[src/rtl/subroutine_ctrl.sv]
// Return-stack sequencer: turns call/ret/irq/reti requests into push/pop strobes and PC/flag restores.
// Latency: call 1 cycle, irq 2, ret 2 (pop+load), reti 3; requests ignored (busy) until back in IDLE.
module subroutine_ctrl #(
    parameter int WIDTH  = 10,
    parameter int NWORDS = 16,
    parameter int FLAGW  = 2,
    localparam int DW    = $clog2(NWORDS) + 1
) (
    input  logic             clk,
    input  logic             reset,
    input  logic             call,
    input  logic             ret,
    input  logic             irq,
    input  logic             reti,
    input  logic [WIDTH-1:0] pc_ret,
    input  logic [FLAGW-1:0] flags_in,
    input  logic [WIDTH-1:0] stk_data_out,
    output logic             we_stack,
    output logic             s_pushpop,
    output logic [WIDTH-1:0] stk_data_in,
    output logic [WIDTH-1:0] pc_out,
    output logic             pc_load,
    output logic [FLAGW-1:0] flags_out,
    output logic             flags_load,
    output logic             busy,
    output logic [DW-1:0]    depth,
    output logic             full,
    output logic             empty,
    output logic             err
);

    typedef enum logic [2:0] {IDLE, PUSH_PC, PUSH_FL, POP_FL, POP_PC, LOAD} state_t;

    localparam logic [DW-1:0] CAP = DW'(NWORDS);

    state_t           state, state_nxt;
    logic [DW-1:0]    depth_nxt;
    logic [WIDTH-1:0] pc_lat;
    logic [FLAGW-1:0] fl_lat;
    logic             seq_fl, seq_fl_nxt;
    logic             lat_en, err_set;

    always_comb begin
        state_nxt  = state;
        depth_nxt  = depth;
        seq_fl_nxt = seq_fl;
        lat_en     = 1'b0;
        err_set    = 1'b0;
        case (state)
            IDLE: begin
                // Only the highest-priority request is considered; a refused one does not fall through.
                if (irq) begin
                    if ((depth + DW'(1)) < CAP) begin
                        state_nxt  = PUSH_PC;
                        seq_fl_nxt = 1'b1;
                        lat_en     = 1'b1;
                    end else begin
                        err_set = 1'b1;
                    end
                end else if (reti) begin
                    if (depth > DW'(1)) begin
                        state_nxt  = POP_FL;
                        seq_fl_nxt = 1'b1;
                    end else begin
                        err_set = 1'b1;
                    end
                end else if (call) begin
                    if (depth < CAP) begin
                        state_nxt  = PUSH_PC;
                        seq_fl_nxt = 1'b0;
                        lat_en     = 1'b1;
                    end else begin
                        err_set = 1'b1;
                    end
                end else if (ret) begin
                    if (depth != '0) begin
                        state_nxt  = POP_PC;
                        seq_fl_nxt = 1'b0;
                    end else begin
                        err_set = 1'b1;
                    end
                end
            end
            PUSH_PC: begin
                depth_nxt = depth + DW'(1);
                state_nxt = seq_fl ? PUSH_FL : IDLE;
            end
            PUSH_FL: begin
                depth_nxt = depth + DW'(1);
                state_nxt = IDLE;
            end
            POP_FL: begin
                depth_nxt = depth - DW'(1);
                state_nxt = POP_PC;
            end
            POP_PC: begin
                depth_nxt = depth - DW'(1);
                state_nxt = LOAD;
            end
            LOAD:    state_nxt = IDLE;
            default: state_nxt = IDLE;
        endcase
    end

    always_ff @(posedge clk or posedge reset) begin
        if (reset) begin
            state     <= IDLE;
            depth     <= '0;
            full      <= 1'b0;
            empty     <= 1'b1;
            err       <= 1'b0;
            seq_fl    <= 1'b0;
            pc_lat    <= '0;
            fl_lat    <= '0;
            pc_out    <= '0;
            flags_out <= '0;
        end else begin
            state  <= state_nxt;
            depth  <= depth_nxt;
            full   <= (depth_nxt == CAP);
            empty  <= (depth_nxt == '0);
            seq_fl <= seq_fl_nxt;
            if (err_set) err <= 1'b1;
            if (lat_en) begin
                pc_lat <= pc_ret;
                fl_lat <= flags_in;
            end
            // Pop data is taken at the edge that closes the pop cycle.
            if (state == POP_FL) flags_out <= stk_data_out[FLAGW-1:0];
            if (state == POP_PC) pc_out    <= stk_data_out;
        end
    end

    always_comb begin
        we_stack    = 1'b0;
        s_pushpop   = 1'b0;
        stk_data_in = '0;
        pc_load     = 1'b0;
        flags_load  = 1'b0;
        busy        = (state != IDLE);
        case (state)
            PUSH_PC: begin
                we_stack    = 1'b1;
                stk_data_in = pc_lat;
            end
            PUSH_FL: begin
                we_stack    = 1'b1;
                stk_data_in = WIDTH'(fl_lat);
            end
            POP_FL, POP_PC: begin
                we_stack  = 1'b1;
                s_pushpop = 1'b1;
            end
            LOAD: begin
                pc_load    = 1'b1;
                flags_load = seq_fl;
            end
            default: ;
        endcase
    end

endmodule

[config.mk]
export PLATFORM = sky130hd
export DESIGN_NAME = subroutine_ctrl
export DESIGN_NICKNAME = d
export VERILOG_FILES = /design/src/rtl/subroutine_ctrl.sv
export SDC_FILE = /design/constraint.sdc
export NUM_CORES = 1
export LEC_CHECK = 0
export CELL_PAD_IN_SITES_DETAIL_PLACEMENT = 1
export CELL_PAD_IN_SITES_GLOBAL_PLACEMENT = 1
export CORE_ASPECT_RATIO = 1.2
export CORE_MARGIN = 4
export CORE_UTILIZATION = 52
export DETAILED_ROUTE_END_ITERATION = 12
export DONT_BUFFER_PORTS = 1
export PLACE_DENSITY = 0.88
export SLEW_MARGIN = 20
export SYNTH_ARGS = -nofsm -noshare
export SYNTH_HDL_FRONTEND = slang
export SYNTH_SLANG_ARGS = --single-unit
[constraint.sdc]
create_clock -name clk -period 5.5 [get_ports clk]
set_input_delay 0.55 -clock clk [delete_from_list [all_inputs] [get_ports clk]]
set_output_delay 0.55 -clock clk [all_outputs]
set_load 0.01 [all_outputs]
==> results.cfg <==
[critical_path]
end_kind = output pin
required_ps = 4950
critPathArrivalTime_ps = 1890
startpoint_type = flop
criticalPathCategory = flop to output pin
worstPathMaxFanout = 14

[final_layout]
diodes = 0
final_area_mm2 = 0.001977
area_growth_pct = 5.545
stdcell_count = 195
drive_above_1_share = 0.1519
final_nets = 189

[global_route]
grt-ovfl-total = 0
grt_pass1_wl_um = 6817
grt_max_degree = 37
grt_pass1_vias = 1400
antenna_found_initial = 0
track_usage = 0.1885

[synth]
syn_nets = 188
yosys-top-cells-area = dfrtp_1 (47%), mux2_1 (13%), and2_1 (4.0%)
ys_ff_latch = 36
synth_ff_type = dfrtp_1
ys_warn_count = 0
ys_async_sr_fraction = 1.000
ys_types = 49
syn-cell-area_mm2 = 0.001873
yosysTopAreaCellShare = 0.4676
seq_area_frac_synth = 0.4816
synth-edff-count = 0
avgSynthCellArea_um2 = 12.01
yosysTopAreaCell = dfrtp_1
synthCells = 156

[placed_design]
port-buffer-count = 0
hpwlAfterDp_um = 3096
placedInstanceArea_mm2 = 0.001892
dp_slack_ps = 2804
dp.cells = 187
place_congestion = 0.8900

[drt]
wl_per_cell_um = 20.68
route.detailed.drc = 0
ant_nets = 0
routed_via_density = 6.262
highest_layer = met4
wl_um = 4033
drt_iter0_drc = 39
routed-wl-met2_um = 2283
met1Wirelength_um = 1513
met3WireLength_um = 212
drt_first_pass_iters = 4
via_count = 1221

[hold_path]
hold_class = input pin to async pin

[clock_network]
clk_path_buf_depth = 2
cts_tree = yes
clock_sink_count = 36
cts.clk_slew.worst_paths_ps = 70
clk-insertion-delay-late_ps = 280
htree_levels = 2
postCtsSetupBuffers = 0
clockRootBuffer = clkbuf_8
ctsResizeCount = 0
cts-hold-fix-buffers = 0
cts_buffers = 5

[timing]
period_share = 0.4443
setup_viol = 0
fin_ws_ps = 3056
clock.fmax_ghz = 0.4092
hold_viol_final = 0
slew_headroom = 0.5509
skew_ps = 5.414
tns_ps = 0
slew_viol_final = 0
min_period_ps = 2444
rsz0062_at_grt = false
max_slew.worst_pin.slew_ps = 673.6

[floorplan]
core_region_area_mm2 = 0.003396
die_y_um = 73.75
dieArea_mm2 = 0.004630
pin_count = 63
die_w_um = 62.79
start_util = 0.5516
num_rows = 23

[power]
p_leak_uw = 0.0008480
powerDensity_mw_per_mm2 = 605.9
peakVddDrop_mv = 0.2438

[flow_run]
max-cap-violations = 0

[run_status]
status = finished clean
==> layer usage <==
layer,vias to the layer above,GRT usage
met5,-,0
met3,4,0.06575
met4,0,0.04412
met2,36,0.3555
met1,626,0.2031
li1,555,-
==> synth_stat cells (4+ instances only) <==
cell and n:
a21oi_1 4, ha_1 4, nor2b_1 5, nand2_1 4
inv_1 7, nor2_1 5, dfrtp_1 35, mux2_2 4
xnor2_1 4, and2_1 12, buf_2 4, mux2_1 21
==> area by class of cell <==
class                   instances  area [µm²]
flip-flops and latches         36       902.1
fillers                       363        1419
inverters                       7       26.28
clock inverters                 1       5.005
repair buffers                  1       7.507
multi-input cells             106       913.4
well taps                      37       46.29
clock buffers                   7       76.32
==> worst paths after layout <==
path	from	to	slack, ps	depth (start not counted)
worst max-delay path	state[0]	stk_data_in[8]	3060	3
worst min-delay path	reset	pc_lat[1]	260	2
worst max register to register	state[1]	full	3080	5
worst min register to register	pc_lat[6]	pc_lat[6]	480	1
max in group asynchronous	reset	empty	4890	2
min in group clk	pc_ret[6]	pc_lat[6]	400	1
==> cell usage in the layout (no fill, tap or decap), drive strengths merged, types with 4 or more instances in the layout <==
master	netlist	routed
dfrtp	35	35
nor2	5	5
nor2b	5	5
and2	12	12
nand2	4	4
mux2	25	25
clkbuf	1	7
o21ai	4	4
ha	4	4
or3b	4	4
xnor2	4	4
a21oi	4	4
inv	7	7
==> where the power goes <==
group | switching [µW] | internal [µW]
logic | 244 | 217
registers | 165 | 395
clock network | 87.4 | 88.8
total | 497 | 701
==> worst max-delay path, stage by stage (launching register included) <==
cell	delay [ps]
dfrtp_1	610
nor2b_1	260
nor2b_1	470
and2_1	270
==> metrics by stage <==
stage	total power (µW)	util	hold WS (ps)
3_3_place_gp	999.6	0.5571	458.6
6_report	1198	0.5822	262.5
3_5_place_dp	1037	0.5571	466.5
2_1_floorplan	925.3	-	448.9
5_1_grt	1302	0.5822	305.4
4_1_cts	1219	0.5811	268.1
==> logic make-up after synthesis <==
logic type,synth area share
DFF,0.4816
xor gates and xnor gates,0.02338
buffers and inverters,0.03273
and+or+nand+nor,0.1543
AOI/OAI and AO/OA,0.1202
adders and majority gates,0.02672
muxes,0.1610
==> state kept, by name, indices dropped and copies added (netlist names) <==
signal	cells
full	1
seq_fl	1
pc_lat	10
depth	5
pc_out	10
flags_out	2
fl_lat	2
empty	1
state	3
err	1
Note: power is estimated with default switching activity, not from simulation.
